[src/rtl/fetch_byte_queue.sv]
// rtl/fetch_byte_queue.sv - fetch request issue and circular instruction-byte queue
// Feeds the decoder a 15-byte window built from 8-byte aligned fetch responses.
module fetch_byte_queue #(
  parameter int DEPTH   = 32,
  parameter int MAX_OUT = 2
) (
  input  logic          clk,
  input  logic          reset,
  input  logic          redirect_valid,
  input  logic [63:0]   redirect_pc,
  output logic          req_valid,
  output logic [63:0]   req_addr,
  input  logic          req_ready,
  input  logic          resp_valid,
  input  logic [63:0]   resp_data,
  output logic [119:0]  buffer,
  output logic          window_valid,
  output logic [5:0]    bytes_avail,
  input  logic          consume,
  input  logic [3:0]    byte_incr
);

  localparam int PTR_W = $clog2(DEPTH);

  typedef enum logic [1:0] {IDLE, FETCH, DRAIN} state_t;

  state_t             state, state_nx;
  logic [PTR_W-1:0]   rd_ptr, rd_ptr_nx, wr_ptr, wr_ptr_nx;
  logic [5:0]         count, count_nx;
  logic [1:0]         outstanding, out_nx;
  logic [63:0]        fetch_pc, fetch_pc_nx;
  logic [2:0]         skip, skip_nx;
  logic [7:0]         mem [DEPTH];
  logic [7:0]         mem_nx [DEPTH];
  logic               req_valid_nx;
  logic [119:0]       buffer_nx;
  logic               accept, resp_take, fill, cons_ok;
  logic [3:0]         fill_bytes;

  always_comb begin
    logic [PTR_W-1:0] off;
    logic [PTR_W-1:0] idx;
    logic [2:0]       sel;
    off = '0;
    idx = '0;
    sel = '0;

    accept     = req_valid && req_ready;
    // Responses with nothing outstanding (e.g. after a reset) are stale and dropped.
    resp_take  = resp_valid && (outstanding != 2'd0);
    fill       = resp_take && (state == FETCH) && !redirect_valid;
    fill_bytes = fill ? (4'd8 - {1'b0, skip}) : 4'd0;
    cons_ok    = consume && !redirect_valid && ({2'b00, byte_incr} <= count);
    out_nx     = outstanding + {1'b0, accept} - {1'b0, resp_take};

    state_nx    = state;
    fetch_pc_nx = accept ? fetch_pc + 64'd8 : fetch_pc;
    skip_nx     = fill ? 3'd0 : skip;
    wr_ptr_nx   = wr_ptr + PTR_W'(fill_bytes);
    rd_ptr_nx   = cons_ok ? rd_ptr + PTR_W'(byte_incr) : rd_ptr;
    // Consume is checked against the pre-fill count.
    count_nx    = count + {2'b00, fill_bytes} - (cons_ok ? {2'b00, byte_incr} : 6'd0);

    if (state == DRAIN && out_nx == 2'd0)
      state_nx = FETCH;

    if (redirect_valid) begin
      count_nx    = 6'd0;
      rd_ptr_nx   = '0;
      wr_ptr_nx   = '0;
      fetch_pc_nx = {redirect_pc[63:3], 3'b000};
      skip_nx     = redirect_pc[2:0];
      state_nx    = (out_nx != 2'd0) ? DRAIN : FETCH;
    end

    for (int j = 0; j < DEPTH; j++) begin
      off       = PTR_W'(j) - wr_ptr;
      sel       = off[2:0] + skip;
      mem_nx[j] = mem[j];
      if (fill && (int'(off) < int'(fill_bytes)))
        mem_nx[j] = resp_data[{sel, 3'b000} +: 8];
    end

    for (int i = 0; i < 15; i++) begin
      idx = rd_ptr_nx + PTR_W'(i);
      buffer_nx[i*8 +: 8] = (i < int'(count_nx)) ? mem_nx[idx] : 8'h00;
    end

    // Space for every outstanding response is reserved before the request goes out.
    req_valid_nx = (state_nx == FETCH) && !redirect_valid &&
                   (int'(out_nx) < MAX_OUT) &&
                   (int'(count_nx) + 8 * (int'(out_nx) + 1) <= DEPTH);
  end

  always_ff @(posedge clk) begin
    if (reset) begin
      state        <= IDLE;
      rd_ptr       <= '0;
      wr_ptr       <= '0;
      count        <= 6'd0;
      outstanding  <= 2'd0;
      fetch_pc     <= 64'd0;
      skip         <= 3'd0;
      req_valid    <= 1'b0;
      req_addr     <= 64'd0;
      buffer       <= '0;
      window_valid <= 1'b0;
    end else begin
      if (consume && !redirect_valid)
        assert ({2'b00, byte_incr} <= count);
      state        <= state_nx;
      rd_ptr       <= rd_ptr_nx;
      wr_ptr       <= wr_ptr_nx;
      count        <= count_nx;
      outstanding  <= out_nx;
      fetch_pc     <= fetch_pc_nx;
      skip         <= skip_nx;
      req_valid    <= req_valid_nx;
      req_addr     <= fetch_pc_nx;
      buffer       <= buffer_nx;
      window_valid <= (count_nx >= 6'd15);
    end
  end

  always_ff @(posedge clk) begin
    mem <= mem_nx;
  end

  assign bytes_avail = count;

endmodule

[config.mk]
export PLATFORM = sky130hd
export DESIGN_NAME = fetch_byte_queue
export DESIGN_NICKNAME = d
export VERILOG_FILES = /design/src/rtl/fetch_byte_queue.sv
export SDC_FILE = /design/constraint.sdc
export NUM_CORES = 2
export LEC_CHECK = 0
export BUFFER_PORTS_ARGS = -buffer_cell sky130_fd_sc_hd__buf_2
export CAP_MARGIN = 20
export CELL_PAD_IN_SITES_DETAIL_PLACEMENT = 0
export CELL_PAD_IN_SITES_GLOBAL_PLACEMENT = 1
export CORE_ASPECT_RATIO = 0.6
export CORE_MARGIN = 5
export CORE_UTILIZATION = 30
export DETAILED_ROUTE_END_ITERATION = 16
export GPL_TIMING_DRIVEN = 0
export PLACE_DENSITY = 0.67
export SETUP_SLACK_MARGIN = 0.15
export SKIP_CTS_REPAIR_TIMING = 1
export SYNTH_ARGS = -nofsm -noshare
export SYNTH_HDL_FRONTEND = slang
export SYNTH_SLANG_ARGS = --single-unit
[constraint.sdc]
create_clock -name clk -period 5.75 [get_ports clk]
set_input_delay 0.575 -clock clk [delete_from_list [all_inputs] [get_ports clk]]
set_output_delay 0.575 -clock clk [all_outputs]
set_load 0.05 [all_outputs]
* After elaboration in Yosys (flattened, before gate mapping) *
Cells that the tools add are included.

word-level totals
  register bits = 465
  input port bits = 138
  output and inout bits = 192
  word-level logic and storage cells = 429

cells by class
  add/sub/neg operators = 88
  order comparisons = 66
  equality and inequality tests = 3
  shift operators = 32
  multiplexer cells = 89
  bitwise gates (word level) = 30
  reductions and logical operators = 64

operator list
  cell                                                                  number
  64-bit by 7-bit indexed part select with 8-bit output                 32
  8-bit binary-select mux with 5-bit select                             15
  8-bit 2-to-1 mux                                                      62
  5-bit by 4-bit < comparator with 1-bit output                         32
  64-bit 2-to-1 mux                                                     2
  3-bit adder                                                           32
  6-bit >= comparator (second input constant)                           15
  5-bit inverter with 6-bit output                                      15
  5-bit subtractor (first input constant)                               16
  64-bit by 4-bit adder with 64-bit output (second input constant)      1
  1-bit logical AND                                                     42
  4-bit by 6-bit < comparator with 1-bit output (first input constant)  7
  4-bit by 5-bit subtractor with 5-bit output (first input constant)    8
  5-bit by 4-bit adder with 5-bit output (second input constant)        7
  2-bit OR reduction                                                    16
  3-bit by 6-bit < comparator with 1-bit output (first input constant)  4
  5-bit by 3-bit adder with 5-bit output (second input constant)        4
  3-bit by 5-bit subtractor with 5-bit output (first input constant)    4
  1-bit inverter                                                        15
  1-bit by 6-bit < comparator with 1-bit output (first input constant)  2
  2-bit by 6-bit < comparator with 1-bit output (first input constant)  2
  5-bit by 2-bit adder with 5-bit output (second input constant)        2
  5-bit by 4-bit adder with 5-bit output                                2
  5-bit 2-to-1 mux                                                      2
  other kinds (23)                                                      33

* Depth between registers and ports, before layout *
  depth in word-level cells = 11
  gate-level depth with buffers = 23

* Least setup slack after synthesis *
OpenSTA, ideal clock, no wires.

  kind = reg-to-reg
  start point = register count[1], in the netlist bytes_avail[1]
  end point = register buffer[14]
  arrival = 5.353 ns
  setup slack = 0.263 ns
  stages on the path, launching flop included = 22
  buffers on the path = 9
  period minus slack after synthesis = 5.487 ns
  cells stage by stage = dfxtp_1 inv_1 ha_1 nor2b_1 o211ai_1 a31oi_2 buf_4 o21a_1 buf_2 buf_1 buf_2 buf_2 ha_1 clkbuf_1 clkinv_1 clkbuf_1 clkbuf_1 buf_1 mux2i_1 mux2i_1 a222oi_1 nand3_1

between the ends
  word-level cells in the longest chain between the ends = 9
  elaborated cells on any way between the ends = 16
  those cells by class = add/sub (3); order compare (2); mux (7); bitwise (2); reduce/logical (2)

ends and longest elaborated chain
  element                                                 RTL line  text
  start, declared                                         29        logic [5:0] count, count_nx;
  start signal, assigned                                  114       count <= count_nx;
  4-bit by 6-bit <= comparator with 1-bit output          53        cons_ok = consume && !redirect_valid && ({2'b00, byte_incr} <= count);
  1-bit logical AND                                       53
  5-bit 2-to-1 mux                                        60        rd_ptr_nx = cons_ok ? rd_ptr + PTR_W'(byte_incr) : rd_ptr;
  5-bit 2-to-1 mux                                        67        if (redirect_valid) begin
  5-bit by 1-bit adder with 5-bit output                  85        idx = rd_ptr_nx + PTR_W'(i);
  5-bit inverter with 6-bit output (not written as such)  86        buffer_nx[i*8 +: 8] = (i < int'(count_nx)) ? mem_nx[idx] : 8'h00;
  8-bit binary-select mux with 5-bit select               86
  8-bit 2-to-1 mux (not written as such) (2 in a row)     86
  end signal, assigned                                    120       buffer <= buffer_nx;
  end, declared                                           16        output logic [119:0] buffer,

Parallel ways exist; a longest one is shown, timed or not. The select of a mux whose other input is x is not followed.
A chain may end at the register's enable or synchronous reset.

* Final worst setup path *
  start point = register count[1], in the netlist bytes_avail[1]
  end point = register buffer[10]

The elaborated chain is that of the path after synthesis.

==> results.yml <==
power_and_ir_drop:
  vdd_ir_drop_max_uv: 281.3
  cellLeakagePower_nw: 18.62
  total_power_w: 0.01202
  power_density_nw_per_um2: 290.8
die:
  die_area_um2: 119900
  core_um2: 112000
  die_x_um: 443.8
  die_y_um: 270.3
  initial_utilization: 0.3025
  rows: 95
  ios: 330
yosys:
  ys_warn_count: 0
  async_reset_ff_frac: 0
  synth_cell_types: 92
  synth_ff_type: "dfxtp_1"
  synth_edf_count: 0
  synth_top_area_frac: 0.2731
  synth.avg_cell_area_um2: 9.213
  syn_inst: 3676
  ys_top_cells_by_count: "mux2i_1, dfxtp_1, nor2_1"
  synth_area_um2: 33870
  yosys-top-cells-area: "dfxtp_1, mux2i_1, mux4_2, mux2_2, ha_1"
  yosysMostFrequentCell: "mux2i_1"
  yosysSeqAreaShare: 0.2731
  yosysTopAreaCell: "dfxtp_1"
  ys_ff_latch: 462
routing:
  drc_errors: 0
  vias: 34958
  viasPerCell: 6.110
  firstDrtPassIters: 6
  drt_iter0_markers: 5625
  wl_per_cell_um: 34.77
  final_antenna_net_count: 0
  drt_wl_total_mm: 198.9
clock_tree:
  clock-sinks: 462
  cts_buffers: 50
  cts_tree: "built"
  cts.clk_slew.worst_paths_ns: 0.07
  clk_latency_ns: 0.67
  clockBufferDepth: 3
  cts_root_buffer: "clkbuf_16"
  h-tree-depth: 2
setup_path:
  cp-end-kind: "register"
  start_kind: "register"
  critical_path_class: "register to register"
  critPathRequiredTime_ns: 6.29
  crit_fanout: 10
  worst_ep_arrival_time_ns: 6.20
place:
  place_congestion: 1.098
  hpwlAfterDp_mm: 164.2
  port_buffers: 325
  place_inst: 5549
global_routing:
  antenna_found_initial: 16
  grt_pass1_wl_mm: 265.4
  grt_usage: 0.3131
  overflow: 0
  grt_pass1_vias: 31317
  grt_max_degree: 19
sta:
  hold_viol_final: 0
  fin_hold_ws_ns: 0.1272
  fin_skew_ns: 0.03830
  slew_violations: 0
  rsz0062_at_grt: "true"
  tightest_slew_ns: 1.246
  relSlewSlack: 0.1633
  finalSetupViolCount: 0
  setup_tns_ns: 0
  fmax_ghz: 0.1764
  fin_crit_sh: 0.9859
  fin_crit_ns: 5.669
hold_path:
  hp-class: "input pin to register"
final_layout:
  final_util: 0.3692
  instances_no_fill: 5721
  layout.nets: 4396
  final_layout_size_suffix_gt1_frac: 0.2833
  area_growth_pct: 22.07
outcome:
  status: "finished, final reports clean"
job:
  drv_cap: 0
## state kept, by name, indices dropped and copies added (netlist names)
name / count
fetch_pc: 61
mem: 256
window_valid: 1
state: 2
buffer: 120
rd_ptr: 5
skip: 3
wr_ptr: 5
outstanding: 2
req_valid: 1
bytes_avail: 6
## worst paths after layout
path	start	to	slack, ns	cells past startpoint
worst max register to register	bytes_avail[1]$_SDFF_PP0_	buffer[10]$_SDFF_PP0_	0.08	22
worst min-delay path	redirect_pc[1]	skip[1]$_SDFFE_PP0P_	0.13	2
worst min register to register	mem[255]$_DFF_P_	mem[255]$_DFF_P_	0.51	2
worst max-delay path	bytes_avail[1]$_SDFF_PP0_	buffer[10]$_SDFF_PP0_	0.08	22
## placed cells by master, fill, tap and decap left out, types with 27 or more instances in the layout
master and n:
nor4_1 27, buf_4 90, ha_1 84, nor3_1 53
mux4_2 115, clkbuf_1 79, nand2_1 183, xor2_1 54
nand3_1 44, mux2i_2 29, o21ai_0 80, nor2_1 254
nand2b_1 32, mux2_2 197, o221ai_1 81, o211ai_1 31
or2_2 37, clkbuf_2 38, a21oi_1 173, buf_6 28
o22ai_1 103, dfxtp_1 460, xnor2_1 77, buf_2 376
a22oi_1 115, inv_1 238, mux2i_1 527, clkbuf_16 51
a22o_1 27
## critical path, cell delays in order, from the launching register on
cell	delay [ns]
dfxtp_1	0.32
inv_1	0.08
ha_1	0.30
nor2b_1	0.13
o211ai_1	0.10
buf_4	0.15
a31oi_4	0.24
buf_6	0.20
o21a_1	0.15
buf_6	0.24
buf_8	0.23
buf_6	0.23
buf_12	0.21
ha_1	0.26
clkbuf_4	0.25
o211ai_1	0.37
buf_4	0.37
clkbuf_2	0.35
o2bb2ai_1	0.12
a211oi_2	0.47
mux2_2	0.33
o2bb2ai_1	0.09
a211o_1	0.26
## power by group
group          internal (W)  switching (W)  total, W
registers           0.00329      0.0000680   0.00336
clock network       0.00193        0.00161   0.00354
logic               0.00151        0.00361   0.00513
## through the flow
step	setup WS (ns)	area (µm²)
2_1_floorplan	0.2628	33870
3_3_place_gp	-4.301	37380
3_5_place_dp	-3.439	37920
4_1_cts	-3.151	39660
5_1_grt	0.07043	41310
6_report	0.08121	41340
## logic make-up after synthesis
family                     count (synthesis)  synth area share
and+or+nand+nor                          784            0.1085
other                                      1         0.0001107
xor gates and xnor gates                 144           0.03957
muxes                                    882            0.3118
buffers and inverters                    470           0.05560
AOI/OAI and AO/OA                        838            0.1738
adders and majority gates                 95           0.03754
DFF                                      462            0.2731
## cell type report
type / instances / area [µm²]
antenna: 14 / 35.03
sequential: 462 / 9251
clock buffer: 61 / 1394
tap: 1503 / 1881
multi-input combinational: 2746 / 23670
timing repair buffer: 436 / 2685
buffer: 222 / 1142
inverter: 245 / 930.9
clock inverter: 32 / 346.6
fill: 11568 / 70630
## routing by layer
metal	vias up	wire [µm]	track usage
met5	-	831	0.03810
met4	6	4090	0.05664
met3	264	33560	0.1709
met2	2467	73640	0.3986
met1	17490	86820	0.4533
li1	14731	-	-
Power figures use the tool's default switching activity.
